$ cat src/rtl/uart_tx_serializer.sv
// -----------------------------------------------------------------------------
// uart_tx_serializer
//
// Transmit line driver fed directly by the UART TX FIFO. A byte is taken over
// the tx_wren/tx_accept handshake and shifted out on txd LSB first as
// start + 8 data + STOP_BITS stop bits, each bit lasting CLKS_PER_BIT sys_clk
// cycles. tx_accept pulses once per byte so the FIFO can advance its read
// address.
//
// Optional build macro: UART_TX_PARITY_EN
//   When defined, an even-parity bit (XOR of the 8 data bits) is inserted
//   between the last data bit and the stop bit(s).
//
// Parameters:
//   CLKS_PER_BIT  sys_clk cycles per bit, 2..65535 (default 434)
//   STOP_BITS     1 or 2; any other value behaves as 1
//
// Ports:
//   sys_clk    in   system clock, rising edge
//   reset_n    in   asynchronous active-low reset
//   tx_wren    in   FIFO has a byte on tx_data (level)
//   tx_data    in   byte to send, valid while tx_wren=1
//   tx_accept  out  one-cycle pulse on the first start-bit cycle (byte latched)
//   txd        out  serial line, idle high
//   tx_busy    out  high from the accept edge until the return to IDLE
// -----------------------------------------------------------------------------
module uart_tx_serializer #(
   parameter int unsigned CLKS_PER_BIT = 434,
   parameter int unsigned STOP_BITS    = 1
) (
   input  logic       sys_clk,
   input  logic       reset_n,
   input  logic       tx_wren,
   input  logic [7:0] tx_data,
   output logic       tx_accept,
   output logic       txd,
   output logic       tx_busy
);

   localparam logic [15:0] BAUD_LAST = 16'(CLKS_PER_BIT - 1);
   // Index of the final stop bit; anything but 2 stop bits collapses to 1.
   localparam logic [2:0]  STOP_LAST = (STOP_BITS == 2) ? 3'd1 : 3'd0;

`ifdef UART_TX_PARITY_EN
   typedef enum logic [2:0] {IDLE, START, DATA, PARITY, STOP} state_t;
`else
   typedef enum logic [1:0] {IDLE, START, DATA, STOP} state_t;
`endif

   state_t      state_q, state_d;
   logic [15:0] baud_q, baud_d;
   logic [2:0]  bit_cnt_q, bit_cnt_d;
   logic [7:0]  shift_q, shift_d;
   logic        txd_q, txd_d;
   logic        tx_accept_q, tx_accept_d;
   logic        tx_busy_q, tx_busy_d;
`ifdef UART_TX_PARITY_EN
   logic        parity_q, parity_d;
`endif

   logic        bit_end;

   assign bit_end = (baud_q == BAUD_LAST);

   always_ff @(posedge sys_clk or negedge reset_n) begin
      if (!reset_n) begin
         state_q     <= IDLE;
         baud_q      <= '0;
         bit_cnt_q   <= '0;
         shift_q     <= '0;
         txd_q       <= 1'b1;
         tx_accept_q <= 1'b0;
         tx_busy_q   <= 1'b0;
`ifdef UART_TX_PARITY_EN
         parity_q    <= 1'b0;
`endif
      end else begin
         state_q     <= state_d;
         baud_q      <= baud_d;
         bit_cnt_q   <= bit_cnt_d;
         shift_q     <= shift_d;
         txd_q       <= txd_d;
         tx_accept_q <= tx_accept_d;
         tx_busy_q   <= tx_busy_d;
`ifdef UART_TX_PARITY_EN
         parity_q    <= parity_d;
`endif
      end
   end

   always_comb begin
      state_d     = state_q;
      baud_d      = baud_q;
      bit_cnt_d   = bit_cnt_q;
      shift_d     = shift_q;
      txd_d       = txd_q;
      tx_accept_d = 1'b0;        // pulse only: cleared on every edge it is not set
      tx_busy_d   = tx_busy_q;
`ifdef UART_TX_PARITY_EN
      parity_d    = parity_q;
`endif

      // The baud counter free-runs through a frame; the wrap edge is the bit boundary.
      if (state_q != IDLE) begin
         baud_d = bit_end ? 16'd0 : baud_q + 16'd1;
      end

      case (state_q)
         IDLE: begin
            baud_d    = '0;
            bit_cnt_d = '0;
            if (tx_wren) begin
               shift_d     = tx_data;
               tx_accept_d = 1'b1;
               txd_d       = 1'b0;
               tx_busy_d   = 1'b1;
               state_d     = START;
`ifdef UART_TX_PARITY_EN
               parity_d    = ^tx_data;
`endif
            end
         end

         START: begin
            if (bit_end) begin
               txd_d   = shift_q[0];
               state_d = DATA;
            end
         end

         DATA: begin
            if (bit_end) begin
               shift_d = {1'b0, shift_q[7:1]};
               if (bit_cnt_q == 3'd7) begin
                  bit_cnt_d = '0;
`ifdef UART_TX_PARITY_EN
                  txd_d     = parity_q;
                  state_d   = PARITY;
`else
                  txd_d     = 1'b1;
                  state_d   = STOP;
`endif
               end else begin
                  bit_cnt_d = bit_cnt_q + 3'd1;
                  // shift_q[1] is the bit that becomes shift[0] on this edge
                  txd_d     = shift_q[1];
               end
            end
         end

`ifdef UART_TX_PARITY_EN
         PARITY: begin
            if (bit_end) begin
               txd_d   = 1'b1;
               state_d = STOP;
            end
         end
`endif

         STOP: begin
            // bit_cnt is reused to count stop bits
            if (bit_end) begin
               if (bit_cnt_q == STOP_LAST) begin
                  bit_cnt_d = '0;
                  tx_busy_d = 1'b0;
                  state_d   = IDLE;
               end else begin
                  bit_cnt_d = bit_cnt_q + 3'd1;
               end
            end
         end

         default: state_d = IDLE;
      endcase
   end

   assign txd       = txd_q;
   assign tx_accept = tx_accept_q;
   assign tx_busy   = tx_busy_q;

endmodule
$ cat config.mk
export PLATFORM = sky130hd
export DESIGN_NAME = uart_tx_serializer
export DESIGN_NICKNAME = d
export VERILOG_FILES = /design/src/rtl/uart_tx_serializer.sv
export SDC_FILE = /design/constraint.sdc
export NUM_CORES = 1
export LEC_CHECK = 0
export CORE_ASPECT_RATIO = 0.75
export CORE_UTILIZATION = 30
export DETAILED_ROUTE_END_ITERATION = 8
export PLACE_DENSITY = 0.56
export SYNTH_ARGS = -nofsm -noshare
export SYNTH_HDL_FRONTEND = slang
export SYNTH_SLANG_ARGS = --single-unit
$ cat constraint.sdc
create_clock -name sys_clk -period 2.2 [get_ports sys_clk]
set_clock_uncertainty 0.05 [all_clocks]
set_input_delay 0.66 -clock sys_clk [delete_from_list [all_inputs] [get_ports sys_clk]]
set_output_delay 0.66 -clock sys_clk [all_outputs]
set_load 0.03 [all_outputs]
* After elaboration in Yosys (flattened, before gate mapping)
Index checks and enable logic that the tools add are counted.
W data, S select, Z words.
** Word-level totals
- Output and inout bits :: 3
- Word-level logic and storage cells :: 62
- Register bits :: 32
** Cells by class
- Reduce and logical (&&, ||, !) cells :: 13
- Muxes and demuxes :: 29
- Add/sub/neg operators :: 2
- Equality and inequality tests :: 11
** Operators by type and width (count)
- $mux W16 :: 3
- $add A16 B1 Y16 const B :: 1
- $eq A16 B9 Y1 const B :: 1
- $mux W8 :: 2
- $pmux W8 S2 :: 1
- $mux W2 :: 6
- $mux W3 :: 4
- $ne A2 B2 Y1 const B :: 6
- $mux W1 :: 9
- $pmux W3 S3 :: 1
- $pmux W2 S4 :: 1
- $reduce_and A4 Y1 :: 2
- $reduce_bool A2 Y1 :: 4
- $reduce_and A3 Y1 :: 2
- $reduce_and A6 Y1 :: 1
- $reduce_bool A3 Y1 :: 2
- $eq A2 B2 Y1 const B :: 2
- $add A3 B1 Y3 const B :: 1
- $eq A3 B3 Y1 const B :: 1
- $logic_not A3 Y1 :: 1
- $pmux W1 S3 :: 1
- $eq A2 B1 Y1 const B :: 1
- $logic_not A2 Y1 :: 1
- $pmux W1 S2 :: 1

* Depth between registers and ports, before layout
Gate-level depths: netlist of run 1.
- Word-level depth :: 4
- Gate-level depth with buffers :: 7
- Mapped depth without buffers :: 6

* Worst setup path before layout of run 1
Ideal clock, no wire load.
- Path type :: flip-flop to flip-flop
- Start :: reg baud_q[1]
- End :: reg state_q[1]
- Path slack :: 341 ps
- Path buffers :: 1
- Clock period less this slack :: 1859 ps
- Cell stages (with the launch flop) :: 8
- Arrival time :: 1681 ps
- Path through :: dfrtp_1 -> inv_1 -> ha_1 -> nor3b_1 -> and4_1 -> buf_4 -> o221a_2 -> mux2_1
** Between the ends
- Word-level cells in the longest chain between the ends :: 3
** RTL lines
- from (decl) :: RTL line 51 : logic [15:0] baud_q, baud_d;
- from (signal assigned) :: RTL line 79 : baud_q <= baud_d;
- $eq A16 B9 Y1 (*) :: RTL line 63 : assign bit_end = (baud_q == BAUD_LAST);
- $ne A2 B2 Y1 (no source line)
- $reduce_and A6 Y1 (no source line) (*)
- to (signal assigned) :: RTL line 78 : state_q <= state_d;
- to (decl) :: RTL line 50 : state_t state_q, state_d;
Every way passes the cells marked *; elsewhere a longest branch is shown, timed or not.
A chain may end at the register's enable or synchronous reset.

* Worst setup path in the final report of run 1
- Start :: reg tx_busy_q (netlist: tx_busy)
- End :: out tx_busy
** RTL lines
- from (decl) :: RTL line 56 : logic tx_busy_q, tx_busy_d;
- from (signal assigned) :: RTL line 84 : tx_busy_q <= tx_busy_d;
- to (decl) :: RTL line 37 : output logic tx_busy
No word-level cell between the ends.

==> flow_summary.yaml, run 1 <==
drt:
  wl_met2_um: 1450
  drt_pass1_iterations: 4
  num_vias: 1372
  drc: 0
  wl_per_cell_um: 13.1
  drt_iter0_drc: 67
  wl_met3_um: 91
  wl_met1_um: 2140
  drtAntennaViolNets: 0
  top_layer: "met4"
  wirelength_um: 3750
  routed_via_density: 4.81
place:
  pre_cts_slack_ns: -0.0208
  hpwl_um: 2760
  io_buffers: 13
  routabilityCongestion: 0.794
  dpl.cell_count: 278
grt:
  grt_usage: 0.129
  grt_max_degree: 33
  grt_remaining_overflow: 0
  grt_pass1_vias: 1311
  grt_pass1_wl_um: 6490
  antenna_found_initial: 0
logic_synthesis:
  yosysSeqAreaShare: 0.438
  ys_seq_elements: 32
  mappedNetlistNets: 205
  avgSynthCellArea_um2: 9.91
  synth_edf_count: 0
  synth_cell_types: 46
  synth_area_um2: 1830
  yosysWarnings: 0
  synth-async-reset-ratio: 1.00
  ys.flop_type: "dfrtp_1"
  synthesis.instances: 185
critical_path:
  startpoint_type: "register"
  cp_slowest_cell: "clkdlybuf4s50_1"
  critPathKind: "register to output pin"
  crit_chain: "clkdlybuf4s50_1"
  endpoint_kind: "output pin"
  r2r_cells: 5
  crit_required_ns: 1.49
  crit_arrival_ns: 1.31
  cp_slowest_stage_delay_ns: 0.67
  critPathMaxFanout: 3
  crit_family: "buffers and inverters"
  startpoint: "tx_busy"
  reg2reg_slack_ns: 0.26
  r2r-end: "state_q[1]"
  critPathBufInv: 1
  r2r_start: "baud_q[0]"
run_status:
  status: "finished clean"
die:
  die_w_um: 92.3
  row_count: 24
  initial_core_util: 0.313
  die_area_um2: 6430
  die_h_um: 69.7
  core_um2: 5860
  io_pins: 14
cells_and_area:
  fin_util: 0.370
  num_antenna_cells: 0
  nets: 227
  drive_gt1_frac: 0.121
  layout_commonest_cell: "dfrtp_1"
  final_cells: 285
  area_growth_pct: 18.2
  fillers: 595
  layout_common_cells: "dfrtp_1, nor2_1, inv_1, clkdlybuf4s50_1, a21oi_1"
timing:
  timing.fmax_mhz: 495
  worst_slack_ns: 0.178
  tns_ns: 0
  tightestPinTransition_ns: 0.416
  rsz0062_at_grt: "no"
  hold_viol: 0
  report.final.slew_viol_count: 0
  max_slew_margin: 0.723
  period_needed_ns: 2.02
  setup_violations: 0
  period_share: 0.919
clock_network:
  postCtsSetupBuffers: 0
  cts_resized: 1
  cts_made_buffers: 5
  cts.sinks: 32
  clkLatencyLatePin_ns: 0.28
  ctsRootBufferMaster: "clkbuf_8"
  cts_tree: "yes"
  h-tree-depth: 2
  clockBufferDepth: 2
  clk_pin_slew_ns: 0.06
  cts_hold_buf: 0
power:
  powerDensity_nw_per_um2: 1120
  peakVddDrop_mv: 0.273
  p_leak_nw: 0.917
worst_hold_path:
  hold_class: "register to register"
  hp-start: "txd"
  hold_depth: 2
  hold_path_end: "txd"
job:
  drv_cap: 0
==> cell type report <==
| cell class | instances | area, um^2 | share of cell area |
|---|---|---|---|
| well taps | 78 | 97.6 | 0.0451 |
| multi-input cells | 136 | 962 | 0.444 |
| clock buffers | 6 | 72.6 | 0.0335 |
| inverters | 12 | 45.0 | 0.0208 |
| flip-flops and latches | 32 | 802 | 0.370 |
| repair buffers | 20 | 181 | 0.0838 |
| clock inverters | 1 | 5.00 | 0.00231 |
==> flip-flops by register name, indices dropped and copies added, names as in the netlist <==
register   count
baud_q        16
bit_cnt_q      3
shift_q        8
state_q        2
tx_accept      1
tx_busy        1
txd            1
==> cell families after synthesis <==
| logic type | after synthesis | share of synthesized area |
|---|---|---|
| AND/OR/NAND/NOR | 73 | 0.238 |
| flip-flops | 32 | 0.438 |
| AO/OA/AOI/OAI | 31 | 0.106 |
| buffers and inverters | 17 | 0.0375 |
| XOR/XNOR | 12 | 0.0573 |
| multiplexers | 11 | 0.0621 |
| adder cells (fa/ha/maj) | 9 | 0.0614 |
==> Yosys cell counts (2+ instances only) <==
library cell / number / area share
or2_1: 2 / 0.0068
or4_1: 2 / 0.0082
nand4_1: 5 / 0.017
o22ai_1: 9 / 0.031
inv_1: 12 / 0.025
a21oi_1: 11 / 0.030
and3_1: 2 / 0.0068
nand3_1: 5 / 0.014
nand2_1: 7 / 0.014
o21ai_0: 4 / 0.011
nand2b_1: 9 / 0.031
and4_1: 2 / 0.0096
nor4_1: 2 / 0.0068
clkbuf_1: 2 / 0.0041
ha_1: 9 / 0.061
mux2_2: 2 / 0.012
xor2_1: 7 / 0.033
mux2i_1: 8 / 0.044
xnor2_1: 5 / 0.024
dfrtp_1: 31 / 0.42
nor4b_2: 2 / 0.016
nor2_1: 22 / 0.045
o31ai_1: 2 / 0.0082
==> through the flow <==
| stage | hold WS [ns] | cell area [um^2] | power [mW] |
|---|---|---|---|
| finish | 0.466 | 2170 | 2.42 |
| global route | 0.500 | 2170 | 2.63 |
| CTS | 0.472 | 2170 | 2.45 |
| detailed placement | 0.455 | 2090 | 2.01 |
| global placement | 0.445 | 2090 | 1.98 |
| floorplan | 0.314 | 1830 | 1.68 |
==> metal layers <==
| metal | track usage | vias to the layer above |
|---|---|---|
| li1 | - | 704 |
| met1 | 0.199 | 645 |
| met2 | 0.169 | 16 |
| met3 | 0.0296 | 7 |
| met4 | 0.0521 | 0 |
| met5 | 0 | - |
==> where the power goes <==
group / internal (mW) / switching, mW / leakage, nW
clock network: 0.215 / 0.211 / 0.0410
logic: 0.497 / 0.584 / 0.469
registers: 0.758 / 0.157 / 0.407
total: 1.47 / 0.952 / 0.917
==> worst max-delay path by stage <==
stage	to	slack, ns	cells after the start
detailed placement	shift_q[5]	-0.02	5
finish	tx_busy	0.18	1
CTS	tx_busy	0.16	1
floorplan	state_q[1]	0.34	7
global route	shift_q[0]	0.07	6
global placement	shift_q[2]	0.08	5
Note: power is estimated with default switching activity, not from simulation.
==> inputs of run 2 (changes only) <==
Settings changed: CORE_MARGIN from default to 2.
==> run 2 against run 1 <==
  * Clock-buffer cell count rose by 1
  * Final area rose by 1.2%
  * Combinational power barely moved
  * Via count rose by 2.1%
  * Critical endpoint unchanged
  * Largest power group unchanged
==> flow_summary.yaml, run 2 (same netlist as run 1, synthesis figures left out) <==
drt:
  routed_via_density: 4.90
  num_vias: 1401
  drc: 0
  drt_iter0_drc: 71
  drtAntennaViolNets: 0
  wirelength_um: 3810
  drt_pass1_iterations: 4
  wl_per_cell_um: 13.3
critical_path:
  critPathKind: "register to output pin"
  r2r-end: "state_q[1]"
  r2r_cells: 6
  critPathBufInv: 1
  cp_slowest_cell: "clkdlybuf4s50_1"
  crit_family: "buffers and inverters"
  endpoint_kind: "output pin"
  r2r_start: "baud_q[1]"
  critPathMaxFanout: 3
  crit_required_ns: 1.49
  crit_arrival_ns: 1.32
  startpoint_type: "register"
  cp_slowest_stage_delay_ns: 0.67
  crit_chain: "clkdlybuf4s50_1"
  reg2reg_slack_ns: 0.27
clock_network:
  cts_made_buffers: 5
  clockBufferDepth: 2
  ctsRootBufferMaster: "clkbuf_8"
  cts_tree: "yes"
  cts.sinks: 32
  cts_hold_buf: 0
  clk_pin_slew_ns: 0.07
  h-tree-depth: 2
  clkLatencyLatePin_ns: 0.29
timing:
  period_needed_ns: 2.03
  period_share: 0.921
  hold_viol: 0
  rsz0062_at_grt: "no"
  setup_violations: 0
  worst_slack_ns: 0.174
  report.final.slew_viol_count: 0
  tightestPinTransition_ns: 0.407
  max_slew_margin: 0.729
  timing.fmax_mhz: 494
  tns_ns: 0
place:
  hpwl_um: 2740
  io_buffers: 13
  routabilityCongestion: 0.711
  pre_cts_slack_ns: 0.153
cells_and_area:
  fin_util: 0.374
  layout_commonest_cell: "dfrtp_1"
  layout_common_cells: "dfrtp_1, nor2_1, inv_1, clkdlybuf4s50_1, a21oi_1"
  area_growth_pct: 19.6
  ff_latch_area_um2: 802
  nets: 228
  multi_input_area_um2: 962
  reg.largest.list: "baud_q (16), shift_q (8), bit_cnt_q (3)"
  top_register: "baud_q"
  fillers: 609
  drive_gt1_frac: 0.130
  num_antenna_cells: 0
  largest_register_ffs: 16
die:
  die_w_um: 94.3
  die_h_um: 71.7
  die_area_um2: 6760
  initial_core_util: 0.313
  row_count: 24
  core_um2: 5860
  io_pins: 14
power:
  peakVddDrop_mv: 0.329
  powerDensity_nw_per_um2: 1140
  p_leak_nw: 0.931
  total_power_mw: 2.50
grt:
  grt_usage: 0.124
  grt_pass1_wl_um: 6350
  grt_pass1_vias: 1284
  grt_remaining_overflow: 0
  grt_max_degree: 33
  antenna_found_initial: 0
worst_hold_path:
  hp-start: "shift_q[7]"
  hold_class: "register to register"
  hold_depth: 2
  hold_path_end: "shift_q[7]"
job:
  drv_cap: 0
run_status:
  status: "finished clean"
==> run 2: cell types whose count changed in the layout (fill, tap and decap cells not counted) <==
cell / change
buf_4: +1
clkbuf_1: -1
clkbuf_8: +2
clkinv_2: -1
==> run 2: layout make-up <==
| cell class | instances | area share |
|---|---|---|
| multi-input cells | 136 | 0.439 |
| flip-flops and latches | 32 | 0.366 |
| repair buffers | 21 | 0.0862 |
| well taps | 78 | 0.0445 |
| clock buffers | 7 | 0.0439 |
| inverters | 12 | 0.0205 |
==> run 2: tightest hold or removal path, stage by stage, from the launching register on <==
cell     delay (ns)
dfrtp_1        0.32
inv_1          0.04
o22ai_1        0.10
==> run 2: where the power goes <==
part / switching, mW / internal, mW
sequential: 0.151 / 0.758
combinational: 0.586 / 0.504
clock: 0.224 / 0.279
total: 0.961 / 1.54
==> run 2: repair_timing <==
item                                    CTS  global route
gates resized for setup                   1             0
setup buffers                             0             0
endpoints found under the setup margin    1             0
endpoints found under the hold margin     0             0
==> run 2: worst max path at each step <==
stage,from,to,slack (ns),depth (start not counted)
final,tx_busy,tx_busy,0.17,1
after global routing,tx_busy,tx_busy,0.13,1
after CTS,tx_busy,tx_busy,0.16,1
after detailed placement,tx_wren,shift_q[0],0.15,5
after global placement,tx_wren,shift_q[2],0.16,5
after floorplan,baud_q[1],state_q[1],0.34,7
==> run 2: through the flow <==
stage	hold WS [ns]	std cells	cell area [um^2]
after floorplan	0.314	185	1830
after global placement	0.454	279	2100
after detailed placement	0.461	279	2100
after CTS	0.476	286	2190
after global routing	0.500	286	2190
final	0.466	286	2190
==> run 2: metal layers <==
metal / track usage / share of wire / vias up
met2: 0.170 / 0.41 / 26
met1: 0.181 / 0.53 / 666
li1: - / - / 705
met5: 0 / 0 / -
met3: 0.0442 / 0.044 / 4
met4: 0.0435 / 0.012 / 0
